File: config.mk
export PLATFORM = sky130hd
export DESIGN_NAME = regfile_sequencer_flat
export DESIGN_NICKNAME = d
export VERILOG_FILES = /design/src/rtl/regfile_sequencer_if.sv /design/src/rtl/regfile_sequencer.sv /design/src/flat_wrapper.sv
export SDC_FILE = /design/constraint.sdc
export NUM_CORES = 1
export LEC_CHECK = 0
export BUFFER_PORTS_ARGS = -buffer_cell sky130_fd_sc_hd__clkbuf_2
export CORE_MARGIN = 4
export CORE_UTILIZATION = 35
export CTS_CLUSTER_SIZE = 12
export DETAILED_ROUTE_END_ITERATION = 12
export GPL_ROUTABILITY_DRIVEN = 0
export PLACE_DENSITY = 0.59
export SYNTH_ARGS = -nofsm -noshare
export SYNTH_HDL_FRONTEND = slang
export SYNTH_SLANG_ARGS = --single-unit
File: constraint.sdc
create_clock -name clk -period 1.9 [get_ports clk]
set_input_delay 0.095 -clock clk [delete_from_list [all_inputs] [get_ports clk]]
set_output_delay 0.095 -clock clk [all_outputs]
set_load 0.01 [all_outputs]
File: src/rtl/regfile_sequencer_if.sv
// Register-access command channel plus register file control and shared data
// bus, bundled so the control unit and the sequencer connect through one port.
interface regfile_sequencer_if #(
    parameter int DATA_WIDTH     = 16,
    parameter int REG_ADDR_WIDTH = 4
);
    // Command handshake from the control unit
    logic                      req_valid;
    logic                      req_ready;
    logic [1:0]                req_op;
    logic [REG_ADDR_WIDTH-1:0] req_rx;
    logic [REG_ADDR_WIDTH-1:0] req_ry;
    logic [REG_ADDR_WIDTH-1:0] req_rz;
    logic [DATA_WIDTH-1:0]     wr_data;

    // Register file control and shared bus
    logic [REG_ADDR_WIDTH-1:0] register_select;
    logic                      reg_file_in;
    logic                      reg_file_out;
    logic [DATA_WIDTH-1:0]     bus_in;
    logic [DATA_WIDTH-1:0]     bus_out;
    logic                      bus_oe;

    // Results towards the ALU
    logic [DATA_WIDTH-1:0]     operand_a;
    logic [DATA_WIDTH-1:0]     operand_b;
    logic                      done;

    // Control unit / top-level side: issues commands, resolves the bus
    modport master (
        output req_valid, req_op, req_rx, req_ry, req_rz, wr_data, bus_in,
        input  req_ready, register_select, reg_file_in, reg_file_out,
               bus_out, bus_oe, operand_a, operand_b, done
    );

    // Sequencer side
    modport slave (
        input  req_valid, req_op, req_rx, req_ry, req_rz, wr_data, bus_in,
        output req_ready, register_select, reg_file_in, reg_file_out,
               bus_out, bus_oe, operand_a, operand_b, done
    );
endinterface

File: src/rtl/regfile_sequencer.sv
// Micro-sequencer for the Hmmm register file: accepts one register-access
// command, runs it as single-cycle bus transactions, latches read operands
// and pulses done. The register file never drives and samples the bus in the
// same cycle, and writes to r0 can be suppressed.
module regfile_sequencer #(
    parameter int DATA_WIDTH       = 16,
    parameter int REG_ADDR_WIDTH   = 4,
    parameter int R0_WRITE_PROTECT = 1
) (
    input  logic               clk,
    input  logic               rst,
    regfile_sequencer_if.slave bus
);

    typedef enum logic [2:0] {
        S_IDLE,
        S_RD_A,
        S_RD_B,
        S_WR,
        S_DONE
    } state_e;

    typedef enum logic [1:0] {
        OP_NOP     = 2'b00,
        OP_READ_A  = 2'b01,
        OP_READ_AB = 2'b10,
        OP_WRITE   = 2'b11
    } op_e;

    state_e                    state_q, state_d;
    op_e                       op_q;
    logic [REG_ADDR_WIDTH-1:0] rx_q, ry_q, rz_q;
    logic [DATA_WIDTH-1:0]     wr_data_q;
    logic [DATA_WIDTH-1:0]     operand_a_q, operand_a_d;
    logic [DATA_WIDTH-1:0]     operand_b_q, operand_b_d;
    logic                      accept;
    logic                      wr_blocked;

    // A write to r0 still spends its cycle but never pulses the register file
    assign wr_blocked = (R0_WRITE_PROTECT != 0) && (rx_q == '0);

    assign bus.operand_a = operand_a_q;
    assign bus.operand_b = operand_b_q;

    // State register and command latch; everything clears asynchronously
    always_ff @(posedge clk or negedge rst) begin
        if (!rst) begin
            state_q   <= S_IDLE;
            op_q      <= OP_NOP;
            rx_q      <= '0;
            ry_q      <= '0;
            rz_q      <= '0;
            wr_data_q <= '0;
        end else begin
            // NOTE: non-blocking assignments so every register samples the
            // pre-edge values; blocking here would chain state within one edge.
            state_q <= state_d;
            if (accept) begin
                op_q      <= op_e'(bus.req_op);
                rx_q      <= bus.req_rx;
                ry_q      <= bus.req_ry;
                rz_q      <= bus.req_rz;
                wr_data_q <= bus.wr_data;
            end
        end
    end

    // Operand latches: a reset mid-command discards any partially read operand
    always_ff @(posedge clk or negedge rst) begin
        if (!rst) begin
            operand_a_q <= '0;
            operand_b_q <= '0;
        end else begin
            operand_a_q <= operand_a_d;
            operand_b_q <= operand_b_d;
        end
    end

    // Next-state, operand capture and Moore outputs for the command sequence
    always_comb begin
        // NOTE: every signal gets a default before the case so no path through
        // the block leaves one unassigned, which would infer a latch.
        state_d             = state_q;
        accept              = 1'b0;
        operand_a_d         = operand_a_q;
        operand_b_d         = operand_b_q;
        bus.req_ready       = 1'b0;
        bus.register_select = '0;
        bus.reg_file_in     = 1'b0;
        bus.reg_file_out    = 1'b0;
        bus.bus_out         = '0;
        bus.bus_oe          = 1'b0;
        bus.done            = 1'b0;

        case (state_q)
            S_IDLE: begin
                bus.req_ready = 1'b1;
                if (bus.req_valid) begin
                    accept = 1'b1;
                    case (op_e'(bus.req_op))
                        OP_NOP:     state_d = S_DONE;
                        OP_READ_A:  state_d = S_RD_A;
                        OP_READ_AB: state_d = S_RD_A;
                        OP_WRITE:   state_d = S_WR;
                        default:    state_d = S_DONE;
                    endcase
                end
            end

            S_RD_A: begin
                bus.register_select = ry_q;
                bus.reg_file_out    = 1'b1;
                operand_a_d         = bus.bus_in;
                state_d             = (op_q == OP_READ_AB) ? S_RD_B : S_DONE;
            end

            S_RD_B: begin
                bus.register_select = rz_q;
                bus.reg_file_out    = 1'b1;
                operand_b_d         = bus.bus_in;
                state_d             = S_DONE;
            end

            S_WR: begin
                bus.register_select = rx_q;
                bus.bus_out         = wr_data_q;
                bus.bus_oe          = !wr_blocked;
                bus.reg_file_in     = !wr_blocked;
                state_d             = S_DONE;
            end

            S_DONE: begin
                bus.done = 1'b1;
                state_d  = S_IDLE;
            end

            default: state_d = S_IDLE;
        endcase
    end

endmodule

File: src/flat_wrapper.sv
// flat-port wrapper written by rule: the top's interface ports become plain ports
module regfile_sequencer_flat 
#(
    parameter int DATA_WIDTH       = 16,
    parameter int REG_ADDR_WIDTH   = 4,
    parameter int R0_WRITE_PROTECT = 1
)
  (clk, rst, bus_req_valid, bus_req_op, bus_req_rx, bus_req_ry, bus_req_rz, bus_wr_data, bus_bus_in, bus_req_ready, bus_register_select, bus_reg_file_in, bus_reg_file_out, bus_bus_out, bus_bus_oe, bus_operand_a, bus_operand_b, bus_done);
  regfile_sequencer_if #(.DATA_WIDTH(DATA_WIDTH), .REG_ADDR_WIDTH(REG_ADDR_WIDTH)) bus_i ();
  input  logic clk;
  input  logic rst;
  input wire logic [$bits(bus_i.req_valid)-1:0] bus_req_valid;
  input wire logic [$bits(bus_i.req_op)-1:0] bus_req_op;
  input wire logic [$bits(bus_i.req_rx)-1:0] bus_req_rx;
  input wire logic [$bits(bus_i.req_ry)-1:0] bus_req_ry;
  input wire logic [$bits(bus_i.req_rz)-1:0] bus_req_rz;
  input wire logic [$bits(bus_i.wr_data)-1:0] bus_wr_data;
  input wire logic [$bits(bus_i.bus_in)-1:0] bus_bus_in;
  output wire logic [$bits(bus_i.req_ready)-1:0] bus_req_ready;
  output wire logic [$bits(bus_i.register_select)-1:0] bus_register_select;
  output wire logic [$bits(bus_i.reg_file_in)-1:0] bus_reg_file_in;
  output wire logic [$bits(bus_i.reg_file_out)-1:0] bus_reg_file_out;
  output wire logic [$bits(bus_i.bus_out)-1:0] bus_bus_out;
  output wire logic [$bits(bus_i.bus_oe)-1:0] bus_bus_oe;
  output wire logic [$bits(bus_i.operand_a)-1:0] bus_operand_a;
  output wire logic [$bits(bus_i.operand_b)-1:0] bus_operand_b;
  output wire logic [$bits(bus_i.done)-1:0] bus_done;
  assign bus_i.req_valid = bus_req_valid;
  assign bus_i.req_op = bus_req_op;
  assign bus_i.req_rx = bus_req_rx;
  assign bus_i.req_ry = bus_req_ry;
  assign bus_i.req_rz = bus_req_rz;
  assign bus_i.wr_data = bus_wr_data;
  assign bus_i.bus_in = bus_bus_in;
  assign bus_req_ready = bus_i.req_ready;
  assign bus_register_select = bus_i.register_select;
  assign bus_reg_file_in = bus_i.reg_file_in;
  assign bus_reg_file_out = bus_i.reg_file_out;
  assign bus_bus_out = bus_i.bus_out;
  assign bus_bus_oe = bus_i.bus_oe;
  assign bus_operand_a = bus_i.operand_a;
  assign bus_operand_b = bus_i.operand_b;
  assign bus_done = bus_i.done;
  regfile_sequencer #(.DATA_WIDTH(DATA_WIDTH), .REG_ADDR_WIDTH(REG_ADDR_WIDTH), .R0_WRITE_PROTECT(R0_WRITE_PROTECT)) u_core (.clk(clk), .rst(rst), .bus(bus_i));
endmodule
==> results of run 1 <==
[critical path, cell delays in order, from the launching register on]
cell and delay [ns]:
dfrtp_2 0.46, buf_4 0.17, nor3b_4 0.14, buf_4 0.17
or2_2 0.30, clkbuf_2 0.13
[per-layer routing]
metal  routed length (um)  share of wire [%]  track usage (%)
met2                 3082                 47            22.41
met3                  582                8.9            6.582
met1                 2854                 43            17.24
met4                   48               0.73            3.151
met5                    0                  0                0
[worst max-delay path by stage]
| stage | cells after the start | slack (ns) | to | start |
|---|---|---|---|---|
| final | 5 | 0.11 | bus_reg_file_out | u_core.state_q[0] |
| after global routing | 5 | 0.007 | bus_bus_out[8] | u_core.state_q[2] |
| after CTS | 5 | 0.002 | bus_reg_file_out | u_core.state_q[0] |
| after detailed placement | 4 | 0.29 | u_core.bus.operand_a[14] | u_core.state_q[0] |
| after global placement | 3 | 0.33 | u_core.wr_data_q[15] | u_core.state_q[1] |
| after floorplan | 4 | 0.39 | u_core.op_q[0] | u_core.state_q[0] |
[cell usage in the layout, fill, tap and decap left out]
cell type	synthesis	layout
nor2b_1	2	2
mux2i_1	4	4
o41a_1	1	1
and3b_2	0	1
buf_6	6	2
a221o_1	1	1
o21a_1	1	1
a21oi_1	4	4
nor3b_1	1	1
buf_2	3	4
dfrtp_1	65	62
buf_12	0	3
buf_4	2	11
dfrtp_2	0	3
nor3b_4	2	2
nor3_1	1	1
inv_6	0	1
mux2_4	20	20
bufinv_16	0	3
clkbuf_1	2	1
clkinvlp_4	0	1
nand3b_1	1	1
clkbuf_8	0	9
and2_1	16	16
nor4_1	1	1
nor4b_4	1	1
or2_2	1	1
nand4b_1	1	1
a211oi_1	5	5
nand2b_1	1	1
clkinv_4	0	1
dlygate4sd3_1	0	45
mux2_2	42	42
clkbuf_2	0	103
[cell families (layout without fill, tap and decap cells)]
kind of cell           count (synthesis)  after routing
AOI/OAI and AO/OA                     12             12
buffers and inverters                 13            184
DFF                                   65             65
muxes                                 66             66
and+or+nand+nor                       29             29
[what timing repair did]
action | 4_1_cts | 5_1_grt
endpoints found under the setup margin | 2 | 21
buffers inserted | 0 | 8
hold buffers | 43 | 2
gates cloned | 0 | 2
hold endpoints to repair | 73 | 2
resized for setup | 1 | 6
pin swaps | 0 | 0
[layout make-up]
cell class / instances / area (um^2)
timing repair buffer: 168 / 1151
tap: 102 / 127.6
sequential: 65 / 1630
fill: 680 / 3565
clock inverter: 6 / 115.1
multi-input combinational: 107 / 1131
clock buffer: 10 / 127.6
[report_power, final]
part | switching, W | leakage, nW | total, W | internal (W)
clock | 0.000529 | 0.117 | 0.00141 | 0.000879
sequential | 0.000404 | 0.766 | 0.00249 | 0.00209
combinational | 0.000999 | 1.17 | 0.00248 | 0.00148
[metrics by stage]
step / util, % / hold WS [ns] / power, W / area, um^2 / std cells
2_1_floorplan: - / -0.2006 / 0.004054 / 2861 / 185
6_report: 54.58 / 0.04239 / 0.006378 / 4283 / 458
5_1_grt: 54.58 / 0.01092 / 0.006809 / 4283 / 458
3_3_place_gp: 44.79 / 0.1089 / 0.004788 / 3515 / 388
3_5_place_dp: 44.79 / 0.1093 / 0.004858 / 3515 / 388
4_1_cts: 53.38 / 0.0005456 / 0.006379 / 4189 / 447
[registers in the layout (all words and copies together) (netlist names)]
name,flops
u_core.bus.operand_b,16
u_core.bus.operand_a,16
u_core.rx_q,4
u_core.ry_q,4
u_core.state_q,3
u_core.rz_q,4
u_core.wr_data_q,16
u_core.op_q,2
[cells in the mapped netlist]
master    count
a221o_1       1
mux2i_1       4
buf_4         2
nor2b_1       2
mux2_4       20
nand2b_1      1
o41a_1        1
nor3b_1       1
or2_2         1
nor3b_4       2
clkbuf_1      2
nor4_1        1
mux2_2       42
nor4b_4       1
buf_6         6
and3b_1       1
and2_1       16
buf_2         3
nand4b_1      1
nor3_1        1
o21a_1        1
nand3b_1      1
a21oi_1       4
dfrtp_1      65
a211oi_1      5
==> flow_metrics.tcl, run 1 <==
set metrics [dict create \
    outcome "complete, no violations" \
    hpwlAfterDp_um 4198 \
    required_ns 1.80 \
    relSlewSlack_pct 64.75 \
    firstDrtPassIters 4 \
    ir_drop_v 0.0007532 \
    yosys.area_share.simple_pct 8.045 \
    cap_viol_max_count 0 \
    cts_made_buffers 9 \
    fmaxAchievable_mhz 559.3 \
    maxSlewViolCount 0 \
    synth_compound_area_share_pct 3.017 \
    vias 2053 \
    worstSetupPathType "reg2out" \
    synth_top_area_cell "dfrtp_1" \
    antenna_cells 0 \
    antenna_found_initial 0 \
    synth.area.top_cells "dfrtp_1 57%, mux2_2 17%, mux2_4 10%" \
    num_rows 32 \
    core_mm2 0.007848 \
    ff2ff_path_depth 4 \
    routedWlPerCell_um 14.34 \
    viasPerCell 4.483 \
    holdCritPathClass "in2reg" \
    dieHeight_um 98.42 \
    initial_utilization_pct 36.46 \
    min_path_cells 2 \
    ys_types 25 \
    drtIter0Drc 45 \
    ios 106 \
    grt_start_max_net_pins 45 \
    cp_max_fo 9 \
    endpoint_kind "output pin" \
    drt-total-wl_um 6567 \
    num-nets-final 400 \
    first_global_vias 2214 \
    hold_end "u_core.state_q[2]" \
    synth.area.mux_share_pct 28.42 \
    setup_tns_ns 0 \
    rsz0062_at_grt "false" \
    crit_arrival_ns 1.69 \
    cts_root_buf "clkbuf_8" \
    grt_pass1_wl_um 10830 \
    synth_fp_nets 234 \
    synth-xor-area-share_pct 0 \
    grt-ovfl-total 0 \
    drive_gt1_share_pct 58.43 \
    synth_top_area_share_pct 56.84 \
    htree_num_levels 3 \
    setup_violations 0 \
    syn_area_mm2 0.002861 \
    fin_ws_ns 0.1121 \
    seq_area_frac_synth_pct 56.84 \
    r2r-end "u_core.wr_data_q[15]" \
    power_density_mw_per_mm2 1489 \
    synthCells 185 \
    dieArea_mm2 0.009687 \
    ys_ff_latch 65 \
    ant_nets 0 \
    clkTransAtPathRegs_ns 0.07 \
    clock-sinks 65 \
    rrSetupSlack_ns 0.26 \
    insertion_delay_ns 0.33 \
    finalHoldViolations 0 \
    die_w_um 98.42 \
    finClkSkew_ns 0.006231 \
    worstHoldStart "bus_req_valid" \
    avgSynthCellArea_um2 15.47 \
    ys.warnings.count 0 \
    area_growth_pct 49.67 \
    grt_util_all_layers_pct 13.97 \
    numPortBuffers 105 \
    cts_buffer_depth 2 \
    power.leakage_nw 2.055 \
    post-route-period-util_pct 94.10 \
    min_period_ns 1.788 \
    cts_tree "done" \
    route.detailed.drc 0 \
    pre_cts_ws_ns 0.2925 \
    synthAdderAreaFrac_pct 0 \
    synth_top_family_by_area "multiplexers" \
    start_kind "register" \
    max_slew.worst_pin.slew_ns 0.5287 \
    reg2reg_from "u_core.state_q[2]" \
]
Note: power is estimated with default switching activity, not from simulation.
==> run 2: changes to the inputs <==
- SETUP_SLACK_MARGIN: not set -> 0.5
==> flow_metrics.tcl, run 2 (same netlist as run 1, synthesis figures left out) <==
set metrics [dict create \
    dieArea_mm2 0.009687 \
    drtIter0Drc 47 \
    reg2reg_from "u_core.state_q[2]" \
    crit_arrival_ns 1.84 \
    ant_nets 0 \
    vias 2143 \
    cp_cell_sequence "buf_6 -> nor4b_4 -> buf_4 -> buf_16 -> mux2_4" \
    grt_pass1_wl_um 11970 \
    start_kind "register" \
    layout_common_cells "101 x clkbuf_2, 62 x dfrtp_1, 57 x mux2_4" \
    cts_root_buf "clkbuf_8" \
    cp_max_fo 12 \
    endpoint_kind "register" \
    dr_wl_met2_um 3539 \
    met3WireLength_um 444 \
    regArea_mm2 0.001630 \
    viasPerCell 4.579 \
    area_growth_pct 61.00 \
    cp_num_buf_inv 3 \
    dieHeight_um 98.42 \
    antenna_found_initial 0 \
    slowest_delay_ns 0.43 \
    worstHoldStart "bus_bus_in[11]" \
    antenna_cells 0 \
    firstDrtPassIters 4 \
    slowest_stage "dfrtp_2" \
    post-route-util_pct 58.71 \
    initial_utilization_pct 36.46 \
    clkTransAtPathRegs_ns 0.07 \
    drt-total-wl_um 7311 \
    fillers 649 \
    numPortBuffers 105 \
    first_global_vias 2367 \
    grt_start_max_net_pins 28 \
    required_ns 2.12 \
    ir_drop_v 0.0006664 \
    hpwlAfterDp_um 4345 \
    cts_tree "done" \
    critPathTopFamily "buffers and inverters" \
    finClkSkew_ns 0.008191 \
    num_rows 32 \
    relSlewSlack_pct 60.86 \
    worstSetupPathType "reg2reg" \
    routedWlPerCell_um 15.62 \
    power_density_mw_per_mm2 1493 \
    max_slew.worst_pin.slew_ns 0.5871 \
    mostFrequentLayoutCell "clkbuf_2" \
    power.leakage_nw 2.257 \
    num-nets-final 410 \
    grt-ovfl-total 0 \
    cts_made_buffers 9 \
    setup_tns_ns 0 \
    grt_util_all_layers_pct 15.61 \
    ios 106 \
    multi_input_area_mm2 0.001295 \
    die_w_um 98.42 \
    htree_num_levels 3 \
    cap_viol_max_count 0 \
    route.detailed.drc 0 \
    cts_buffer_depth 2 \
    post-route-period-util_pct 85.12 \
    startpoint "u_core.state_q[2]" \
    wl_met1_um 3247 \
    top_layer "met4" \
    fmaxAchievable_mhz 618.3 \
    drive_gt1_share_pct 61.48 \
    min_period_ns 1.617 \
    rsz0062_at_grt "true" \
    clock-sinks 65 \
    holdCritPathClass "in2reg" \
    maxSlewViolCount 0 \
    totalPowerFinal_w 0.006880 \
    insertion_delay_ns 0.34 \
    core_mm2 0.007848 \
    setup_violations 0 \
    outcome "complete, no violations" \
    finalHoldViolations 0 \
]
## run 2: through the flow
stage | hold WS (ns) | worst slack [ns] | area (um^2) | std cells
floorplan | -0.2006 | 0.3913 | 2939 | 185
global placement | 0.1252 | 0.3448 | 3600 | 388
detailed placement | 0.1286 | 0.3083 | 3600 | 388
CTS | 0.001323 | 0.2968 | 4549 | 464
global route | 0.008165 | 0.2296 | 4607 | 468
finish | 0.02154 | 0.2828 | 4607 | 468
## run 2: worst paths after layout
path	to	slack, ns	depth (start not counted)
max	u_core.rz_q[3]	0.28	5
min	u_core.bus.operand_b[11]	0.02	2
max reg2reg	u_core.rz_q[3]	0.28	5
min reg2reg	u_core.wr_data_q[5]	0.51	1
max in group asynchronous	u_core.wr_data_q[6]	0.95	3
min in group asynchronous	u_core.bus.operand_b[1]	0.30	2
## run 2: layout make-up
type / instances / area share (%)
flip-flops and latches: 65 / 35.39
repair buffers: 178 / 29.47
well taps: 102 / 2.770
clock buffers: 10 / 2.770
clock inverters: 6 / 1.494
multi-input cells: 107 / 28.11
## run 2: what timing repair did
action,in CTS,in global routing
hold buffers,42,1
gates cloned,2,0
pin swaps,6,1
buffers inserted,16,3
gates resized for setup,44,8
setup endpoints to repair,87,86
endpoints found under the hold margin,72,1
## run 2: where the power goes
| group | switching, W | total, W | internal (W) | leakage [nW] |
|---|---|---|---|---|
| logic | 0.00118 | 0.00321 | 0.00203 | 1.39 |
| registers | 0.000426 | 0.00252 | 0.00209 | 0.766 |
| clock network | 0.000545 | 0.00116 | 0.000611 | 0.0964 |
| total | 0.00215 | 0.00688 | 0.00473 | 2.26 |
## run 2: metal layers
metal	vias up	track usage, %
li1	1008	-
met1	1053	20.27
met2	75	25.33
met3	7	4.034
met4	0	5.567
met5	-	0
